<file path="config.mk">
export PLATFORM = sky130hd
export DESIGN_NAME = sfu_commit_arbiter
export DESIGN_NICKNAME = d
export VERILOG_FILES = /design/src/rtl/sfu_commit_arbiter.sv
export SDC_FILE = /design/constraint.sdc
export NUM_CORES = 1
export LEC_CHECK = 0
export CAP_MARGIN = 20
export CORE_AREA = 2 2 312 314
export CTS_BUF_LIST = sky130_fd_sc_hd__clkbuf_16
export CTS_CLUSTER_DIAMETER = 50
export DETAILED_ROUTE_END_ITERATION = 12
export DIE_AREA = 0 0 314 316
export SLEW_MARGIN = 20
export SYNTH_ARGS = -nofsm -noshare
export SYNTH_HDL_FRONTEND = slang
export SYNTH_SLANG_ARGS = --single-unit
export TNS_END_PERCENT = 30
</file>
<file path="constraint.sdc">
create_clock -name clk -period 7.1 [get_ports clk]
set_input_delay 1.42 -clock clk [delete_from_list [all_inputs] [get_ports clk]]
set_output_delay 1.42 -clock clk [all_outputs]
set_load 0.01 [all_outputs]
</file>
<file path="src/rtl/sfu_commit_arbiter.sv">
// sfu_commit_arbiter: merges SFU PE commit responses into one commit stream
// for the gather stage. Round-robin grant, optional sop..eop packet lock,
// registered output with a one-entry skid so the stage runs 1 beat/cycle.
//
// Ports:
//   clk, reset           clock, synchronous active-high reset
//   in_valid/in_sop/in_eop/in_data/in_ready
//                        per-PE beat stream; lane i at in_data[i*DATA_WIDTH +: DATA_WIDTH]
//   out_valid/out_sop/out_eop/out_data/out_src/out_ready
//                        merged beat stream, out_src = originating PE
//   perf_stall_cycles, perf_lock_block_cycles
//                        64-bit saturating counters, only with SFU_COMMIT_PERF_EN
//
// Build option: define SFU_COMMIT_PERF_EN to add the perf counters.

module sfu_commit_arbiter #(
  parameter int NUM_INPUTS   = 5,
  parameter int DATA_WIDTH   = 128,
  parameter int LOCK_PACKETS = 1,
  localparam int SW = (NUM_INPUTS > 1) ? $clog2(NUM_INPUTS) : 1
) (
  input  logic                             clk,
  input  logic                             reset,
  input  logic [NUM_INPUTS-1:0]            in_valid,
  input  logic [NUM_INPUTS*DATA_WIDTH-1:0] in_data,
  input  logic [NUM_INPUTS-1:0]            in_sop,
  input  logic [NUM_INPUTS-1:0]            in_eop,
  output logic [NUM_INPUTS-1:0]            in_ready,
  output logic                             out_valid,
  output logic [DATA_WIDTH-1:0]            out_data,
  output logic                             out_sop,
  output logic                             out_eop,
  output logic [SW-1:0]                    out_src,
  input  logic                             out_ready
`ifdef SFU_COMMIT_PERF_EN
  ,
  output logic [63:0]                      perf_stall_cycles,
  output logic [63:0]                      perf_lock_block_cycles
`endif
);

  localparam bit LOCK_EN = (LOCK_PACKETS != 0);

  typedef enum logic {
    IDLE,
    LOCKED
  } lock_state_t;

  typedef logic [SW+1:0] wide_t;

  lock_state_t state;

  logic [SW-1:0] rr_ptr;
  logic [SW-1:0] lock_src;
  logic [SW-1:0] grant_idx;
  logic          grant_ok;

  logic [DATA_WIDTH-1:0] lane [NUM_INPUTS];
  logic [DATA_WIDTH-1:0] sel_data;
  logic                  sel_sop;
  logic                  sel_eop;

  logic                  can_accept;
  logic                  accept;
  logic                  drain;

  logic                  skid_valid;
  logic [DATA_WIDTH-1:0] skid_data;
  logic                  skid_sop;
  logic                  skid_eop;
  logic [SW-1:0]         skid_src;

  // (base + off) mod NUM_INPUTS; off < NUM_INPUTS so one subtract suffices.
  function automatic logic [SW-1:0] wrap_add(
    input logic [SW-1:0] base,
    input int            off
  );
    wide_t s;
    s = wide_t'(base) + wide_t'(off);
    if (s >= wide_t'(NUM_INPUTS))
      s = s - wide_t'(NUM_INPUTS);
    return s[SW-1:0];
  endfunction

  always_comb begin
    for (int i = 0; i < NUM_INPUTS; i++)
      lane[i] = in_data[i*DATA_WIDTH +: DATA_WIDTH];
  end

  // Scan downward so the smallest offset from rr_ptr wins.
  always_comb begin
    grant_ok  = 1'b0;
    grant_idx = '0;
    if (state == LOCKED) begin
      grant_ok  = in_valid[lock_src];
      grant_idx = lock_src;
    end else begin
      for (int k = NUM_INPUTS - 1; k >= 0; k--) begin
        if (in_valid[wrap_add(rr_ptr, k)]) begin
          grant_ok  = 1'b1;
          grant_idx = wrap_add(rr_ptr, k);
        end
      end
    end
  end

  assign sel_data   = lane[grant_idx];
  assign sel_sop    = in_sop[grant_idx];
  assign sel_eop    = in_eop[grant_idx];

  assign can_accept = !skid_valid;
  assign accept     = grant_ok && can_accept && !reset;
  assign drain      = out_valid && out_ready;

  always_comb begin
    in_ready = '0;
    if (accept)
      in_ready[grant_idx] = 1'b1;
  end

  always_ff @(posedge clk) begin
    if (reset) begin
      state      <= IDLE;
      rr_ptr     <= '0;
      lock_src   <= '0;
      out_valid  <= 1'b0;
      out_data   <= '0;
      out_sop    <= 1'b0;
      out_eop    <= 1'b0;
      out_src    <= '0;
      skid_valid <= 1'b0;
      skid_data  <= '0;
      skid_sop   <= 1'b0;
      skid_eop   <= 1'b0;
      skid_src   <= '0;
    end else begin
      // rr_ptr only moves past a source once its packet is complete.
      if (accept) begin
        if (state == IDLE) begin
          if (LOCK_EN && sel_sop && !sel_eop) begin
            state    <= LOCKED;
            lock_src <= grant_idx;
          end else begin
            rr_ptr <= wrap_add(grant_idx, 1);
          end
        end else if (sel_eop) begin
          state  <= IDLE;
          rr_ptr <= wrap_add(grant_idx, 1);
        end
      end

      if (skid_valid) begin
        if (drain) begin
          out_valid  <= 1'b1;
          out_data   <= skid_data;
          out_sop    <= skid_sop;
          out_eop    <= skid_eop;
          out_src    <= skid_src;
          skid_valid <= 1'b0;
        end
      end else if (!out_valid || out_ready) begin
        out_valid <= accept;
        if (accept) begin
          out_data <= sel_data;
          out_sop  <= sel_sop;
          out_eop  <= sel_eop;
          out_src  <= grant_idx;
        end
      end else if (accept) begin
        skid_valid <= 1'b1;
        skid_data  <= sel_data;
        skid_sop   <= sel_sop;
        skid_eop   <= sel_eop;
        skid_src   <= grant_idx;
      end
    end
  end

  always_ff @(posedge clk) begin
    if (!reset && accept && state == LOCKED)
      assert (!sel_sop)
      else $error("sfu_commit_arbiter: sop on src %0d before eop", lock_src);
  end

`ifdef SFU_COMMIT_PERF_EN
  logic [NUM_INPUTS-1:0] others;

  always_comb begin
    others           = in_valid;
    others[lock_src] = 1'b0;
  end

  always_ff @(posedge clk) begin
    if (reset) begin
      perf_stall_cycles      <= '0;
      perf_lock_block_cycles <= '0;
    end else begin
      if (out_valid && !out_ready && perf_stall_cycles != '1)
        perf_stall_cycles <= perf_stall_cycles + 64'd1;
      if (state == LOCKED && |others && perf_lock_block_cycles != '1)
        perf_lock_block_cycles <= perf_lock_block_cycles + 64'd1;
    end
  end
`endif

endmodule

</file>
==> key figures, run 1 <==
STA
  – Final cycle utilization of the critical path: 91.4%
  – Slew Viols, Final: 0
  – Final setup vio count: 0
  – Sum Neg Setup Slack: 0 ns
  – Minimum clock period: roughly 6.5 ns
  – Skew final: 0.0419 ns
  – Slew @ Worst Pin: ~1 ns
  – Highest clock rate: roughly 0.15 GHz
  – Hold slack: around 0.45 ns
  – Unrepaired setup endpoints after global routing: no
  – Slew HR: between 30% and 40%
  – Final Hold Vio Count: 0
  – Final worst slack: around 0.6 ns

Setup path
  – Required time of the critical path: ~5.7 ns
  – Worst setup EP type: primary output
  – Crit path DAT: 5.07 ns
  – Startpoint types: flip-flop
  – Critical path type: reg -> out
  – FF-to-FF setup slack: 1.67 ns
  – Critical path fanouts, max: 17

Pwr
  – Internal: between 8 and 9 mW
  – Clock network power share: 12.4%
  – Switching Fraction: ~52%
  – Max VDD drop: just over 700 uV
  – Leakage: about 9.5 nW
  – Pwr Total: between 15 and 20 mW
  – Net Sw Power: about 9.5 mW
  – Sequential share of power: 14.6%
  – Combinational power share: between 70% and 80%
  – Pwr dens: between 600 and 700 mW/mm2

Logic synthesis
  – Synth Flop Type: dfxtp_1
  – Dominant cell type by area after synthesis: dfxtp_1
  – Area contributors post-synth: dfxtp_1 (32%), mux2i_1 (8.1%), a22o_1 (6.7%)
  – Sequential area share after synthesis: around a third
  – Post-synth top area share: 32.3%
  – Distinct cells, synth: 75
  – Number of synthesized register bits: ~280
  – Synth async-reset ratio: 0%
  – Warnings, synthesis: 0
  – Syn_nets: 2733
  – Post-synth EDFFs: 0
  – Mapped Cells: 2064
  – Mean Syn Cell Area: ~8.3 um2
  – Post-Synthesis Cell Area: ~0.017 mm2

Placed design
  – Placed wire-length estimate: 63400 um
  – Dpl ws: between 0.7 and 0.8 ns
  – GPL Wtd Cong: approximately 0.87
  – Post-Place Cells: between 3000 and 4000
  – IO Port Bufs: roughly 800
  – Placement Cell Area: between 0.02 and 0.03 mm2

Global route
  – Global-route wire length before repair: around 120000 um
  – Pin count of the biggest net entering global routing: between 200 and 250
  – Initial antenna violation count: 3
  – GRT overflow: 0
  – Vias in the first global route: 18686
  – Gr usage total: between 10% and 20%

Routing
  – Routed vias/inst: just under 5
  – Initial DRC count: 1355
  – Post-Route WL: about 87000 um
  – Routed wire length per instance: 21.6 um
  – Vias: just under 20000
  – Drt first pass iters: 5
  – Post-route ant nets: 0
  – Drc violations: 0

Final layout
  – Multi-input logic area: roughly 0.011 mm2
  – Commonest cells after routing, fill and taps aside: clkdlybuf4s50_1 (795), nand2_1 (288), dfxtp_1 (274), a21oi_1 (146), mux2i_1 (138)
  – Seq. cell area: roughly 0.0055 mm2
  – Commonest non-fill, non-tap cell in the layout: clkdlybuf4s50_1
  – Final std cells w/o fill: around 4000
  – Nets: around 3400
  – Post-route cell area: 0.0277 mm2
  – Synth-to-Final Area Change: 62.3%
  – Fin util: 28.8%
  – Filler Cell Count: between 10000 and 15000
  – Share of cells above drive strength 1: approximately 5.0%

Clock tree
  – TritonCTS clock tree: done
  – CTS resizes: 0
  – CTS H-tree depth: 2
  – CTS sink count: ~280
  – Post-CTS Hold Fix Bufs: 0
  – Postcts setup bufs: 0
  – Root Buffer: clkbuf_16
  – Reg clk slew, reported paths: ~0.050 ns
  – Clock Tree Buf Depth: 3
  – Total CTS buffers: 45
  – Clock latency on the worst-skew pair: between 0.5 and 0.6 ns

Run
  – Max cap viols: 0

Floorplan
  – Ports: 797
  – Placeable Area: between 0.09 and 0.1 mm2
  – Die ar.: 0.0992 mm2
  – Row Count: between 100 and 150
  – Initial Util: about 18%
  – Die H: between 300 and 400 um
  – Die width: between 300 and 400 um

Outcome
  – Status: finished, final reports clean

Hold path
  – Hold Crit Class: reg -> reg
[cell usage after synthesis, types with 23 or more instances]
cell	n
a21oi_1	146
a22o_1	130
a311oi_1	129
a31oi_1	128
buf_1	23
buf_2	40
clkbuf_1	149
dfxtp_1	275
mux2i_1	138
nand2_1	288
nand3b_1	130
nor2_1	24
o21ai_0	130
o2bb2ai_1	128
[sequential cells by signal (all words and copies together) (netlist names), 3 cells and up]
register and flops:
rr_ptr 3, skid_src 3, out_src 3, out_data 128, lock_src 3, skid_data 128
[cell families after synthesis]
| logic type | synth area share [%] |
|---|---|
| AO/OA/AOI/OAI | 36.0 |
| AND/OR/NAND/NOR | 15.4 |
| multiplexers | 8.96 |
| buffers and inverters | 6.17 |
| XOR/XNOR | 0.308 |
| flip-flops | 32.3 |
| adder cells (fa/ha/maj) | 0.851 |
[routing by layer]
layer	part of all wire (%)	up-vias	wire (um)	track usage, %
met3	6.7	93	5810	2.95
met4	2.4	0	2100	4.58
met5	0	-	0	0
met2	47	727	41000	27.2
met1	44	9357	37800	21.7
li1	-	9286	-	-
[worst paths after layout]
check / from / to / cells past startpoint
worst max-delay path: rr_ptr[2] / in_ready[0] / 12
worst min-delay path: out_src[1] / out_src[1] / 2
worst max register to register: rr_ptr[2] / out_data[45] / 14
worst min register to register: out_src[1] / out_src[1] / 2
[worst max-delay path, stage by stage, from the launching register on]
cell	delay [ns]
dfxtp_1	0.74
inv_1	0.30
ha_1	0.58
a21boi_4	0.15
and4_1	0.22
or4_1	0.58
o21ai_1	0.29
o21bai_1	0.13
o211a_2	0.32
nor2_4	0.17
inv_2	0.11
nor4_1	0.32
clkdlybuf4s50_1	0.59
[final cells by class]
type,instances,area share (%)
multi-input cells,1544,38.1
repair buffers,831,30.4
flip-flops and latches,275,19.9
well taps,1276,5.77
clock buffers,45,4.07
clock inverters,33,1.50
inverters,12,0.226
diodes,4,0.0362
[power groups by stage]
stage | registers, mW | logic (mW) | clock network [mW]
global placement | 2.71 | 13.5 | 0
detailed placement | 2.72 | 13.5 | 0
CTS | 2.70 | 13.5 | 2.34
global route | 2.79 | 14.5 | 2.40
finish | 2.69 | 13.4 | 2.28
floorplan | 2.75 | 8.80 | 0
Note: power is estimated with default switching activity, not from simulation.
==> run 2: changes to the inputs <==
--- a/config.mk
+++ b/config.mk
@@ -5,12 +5,15 @@
 export SDC_FILE = /design/constraint.sdc
 export NUM_CORES = 1
 export LEC_CHECK = 0
+export ABC_AREA = 0
 export CAP_MARGIN = 20
 export CORE_AREA = 2 2 312 314
 export CTS_BUF_LIST = sky130_fd_sc_hd__clkbuf_16
 export CTS_CLUSTER_DIAMETER = 50
 export DETAILED_ROUTE_END_ITERATION = 12
 export DIE_AREA = 0 0 314 316
+export PLACE_DENSITY = 0.45
+export SKIP_LAST_GASP = 1
 export SLEW_MARGIN = 20
 export SYNTH_ARGS = -nofsm -noshare
 export SYNTH_HDL_FRONTEND = slang
==> key figures, run 2 (same netlist as run 1, synthesis figures left out) <==
Clock tree
  – TritonCTS clock tree: done
  – Clock latency on the worst-skew pair: 0.57 ns
  – Postcts setup bufs: 0
  – Reg clk slew, reported paths: ~0.05 ns
  – CTS sink count: around 280
  – CTS resizes: 0
  – Total CTS buffers: between 40 and 50
  – Clock Tree Buf Depth: 3
  – Root Buffer: clkbuf_16
  – CTS H-tree depth: 2
  – Post-CTS Hold Fix Bufs: 0

Global route
  – Vias in the first global route: roughly 19000
  – Pin count of the biggest net entering global routing: approximately 150
  – Initial antenna violation count: 1
  – Global-route wire length before repair: between 100000 and 150000 um
  – GRT overflow: 0
  – Gr usage total: 16.6%

Setup path
  – FF-to-FF setup slack: 1.88 ns
  – RR Endpoint: out_data[122]
  – Critical path fanouts, max: 11
  – Most common cell on crit path: clkdlybuf4s50_1
  – Slowest cell on crit path: clkdlybuf4s50_1
  – Crit path DAT: 4.96 ns
  – Worst setup EP type: primary output
  – Critical path type: in -> out
  – Crit path max-delay family: buffers and inverters
  – Critical Path, Cell by Cell: clkdlybuf4s50_1 -> mux2i_1 -> mux2_2 -> a311oi_2 -> nor2_1 -> o21ba_1 -> a22o_1 -> o211a_2 -> nor2_4 -> inv_2 -> nor4_1 -> clkdlybuf4s50_1
  – Crit path largest cell delay: a little over 0.7 ns
  – Required time of the critical path: around 5.7 ns
  – Startpoint types: primary input
  – Buf/Inv on CP: 3
  – RR Startpoint: rr_ptr[0]
  – Cell depth of the worst flop-to-flop path: 15

STA
  – Final worst slack: approximately 0.72 ns
  – Final Hold Vio Count: 0
  – Slew @ Worst Pin: around 1.0 ns
  – Slew Viols, Final: 0
  – Final cycle utilization of the critical path: around nine tenths
  – Unrepaired setup endpoints after global routing: no
  – Highest clock rate: about 0.16 GHz
  – Slew HR: between 30% and 40%
  – Minimum clock period: 6.38 ns
  – Skew final: between 0.02 and 0.03 ns
  – Sum Neg Setup Slack: 0 ns
  – Final setup vio count: 0

Floorplan
  – Die width: between 300 and 400 um
  – Die ar.: roughly 0.1 mm2
  – Row Count: about 110
  – Ports: ~800
  – Placeable Area: 0.0960 mm2
  – Die H: ~320 um
  – Initial Util: 17.8%

Pwr
  – Max VDD drop: 1560 uV
  – Switching Fraction: between 50% and 60%
  – Combinational power share: between 70% and 80%
  – Pwr Total: approximately 18 mW
  – Pwr dens: around 660 mW/mm2
  – Clock network power share: around an eighth
  – Sequential share of power: roughly 14%
  – Leakage: 9.48 nW
  – Net Sw Power: ~9.5 mW
  – Internal: 8.73 mW

Placed design
  – Placement Cell Area: 0.0261 mm2
  – Dpl ws: ~0.80 ns
  – IO Port Bufs: roughly 800
  – GPL Wtd Cong: roughly 0.8
  – Post-Place Cells: just under 4000
  – Placed wire-length estimate: around 62000 um

Routing
  – Drc violations: 0
  – Post-Route WL: between 80000 and 90000 um
  – Drt first pass iters: 7
  – Initial DRC count: ~970
  – Routed vias/inst: 4.73
  – Post-route ant nets: 0
  – Vias: 19055
  – Routed wire length per instance: around 22 um

Run
  – Max cap viols: 0

Final layout
  – Top flop regs: out_data x128, skid_data x128
  – Final std cells w/o fill: between 4000 and 5000
  – Share of cells above drive strength 1: 5.20%
  – Post-route cell area: between 0.02 and 0.03 mm2
  – Commonest non-fill, non-tap cell in the layout: clkdlybuf4s50_1
  – Nets: around 3400
  – Synth-to-Final Area Change: 62.1%
  – Commonest cells after routing, fill and taps aside: clkdlybuf4s50_1 (795), nand2_1 (288), dfxtp_1 (274), a21oi_1 (146), mux2i_1 (138)

Hold path
  – Worst hold start: out_eop
  – WHS Endpoint: out_eop
  – WHS Path Cells: 2
  – Hold Crit Class: reg -> reg

Outcome
  – Status: finished, final reports clean
==> run 2: layer usage <==
layer / global-route usage, % / wire length (um) / share of wire, %
met4: 2.79 / 1090 / 1.3
met3: 3.02 / 3980 / 4.6
met5: 0 / 0 / 0
met2: 29.6 / 44000 / 51
met1: 20.9 / 37900 / 44
==> run 2: worst max-delay path by stage <==
stage | startpoint | endpoint | cells past startpoint
floorplan | in_valid[3] | in_ready[2] | 13
global placement | in_valid[3] | in_ready[0] | 12
detailed placement | in_valid[3] | in_ready[0] | 12
CTS | in_valid[3] | in_ready[0] | 12
global route | in_valid[3] | in_ready[0] | 12
finish | in_valid[3] | in_ready[0] | 12
==> run 2: cell type report <==
type                       instances  area, um2
sequential                       275       5510
fill                           10424      68400
timing repair buffer             833       8410
clock inverter                    38        343
tap                             1276       1600
multi-input combinational       1544      10500
inverter                          12       62.6
antenna                            1       2.50
clock buffer                      47       1180
==> run 2: through the flow <==
step                utilization [%]  hold slack, ns
finish                         28.8           0.453
detailed placement             27.2           0.447
floorplan                         -           0.435
global route                   28.8           0.480
global placement               27.2           0.440
CTS                            28.8           0.454
==> run 2: power groups by stage <==
stage               Sequential, mW  Combinational, mW  Clock, mW
floorplan                     2.75               8.80          0
finish                        2.64               13.4       2.22
CTS                           2.65               13.7       2.30
global placement              2.65               13.7          0
global route                  2.74               14.6       2.36
detailed placement            2.67               13.6          0
==> run 2: worst reg2reg max path, stage by stage (launching register included) <==
cell and delay [ns]:
dfxtp_1 0.32, buf_4 0.26, ha_1 0.37, a2111oi_0 0.73
nand2_1 0.18, a311oi_2 0.52, nor2_1 0.12, o21ba_1 0.19
a22o_1 0.17, o211a_2 0.19, nor2_4 0.21, buf_4 0.49
buf_4 0.75, o2bb2ai_1 0.36, nand2_1 0.15, a311oi_1 0.10
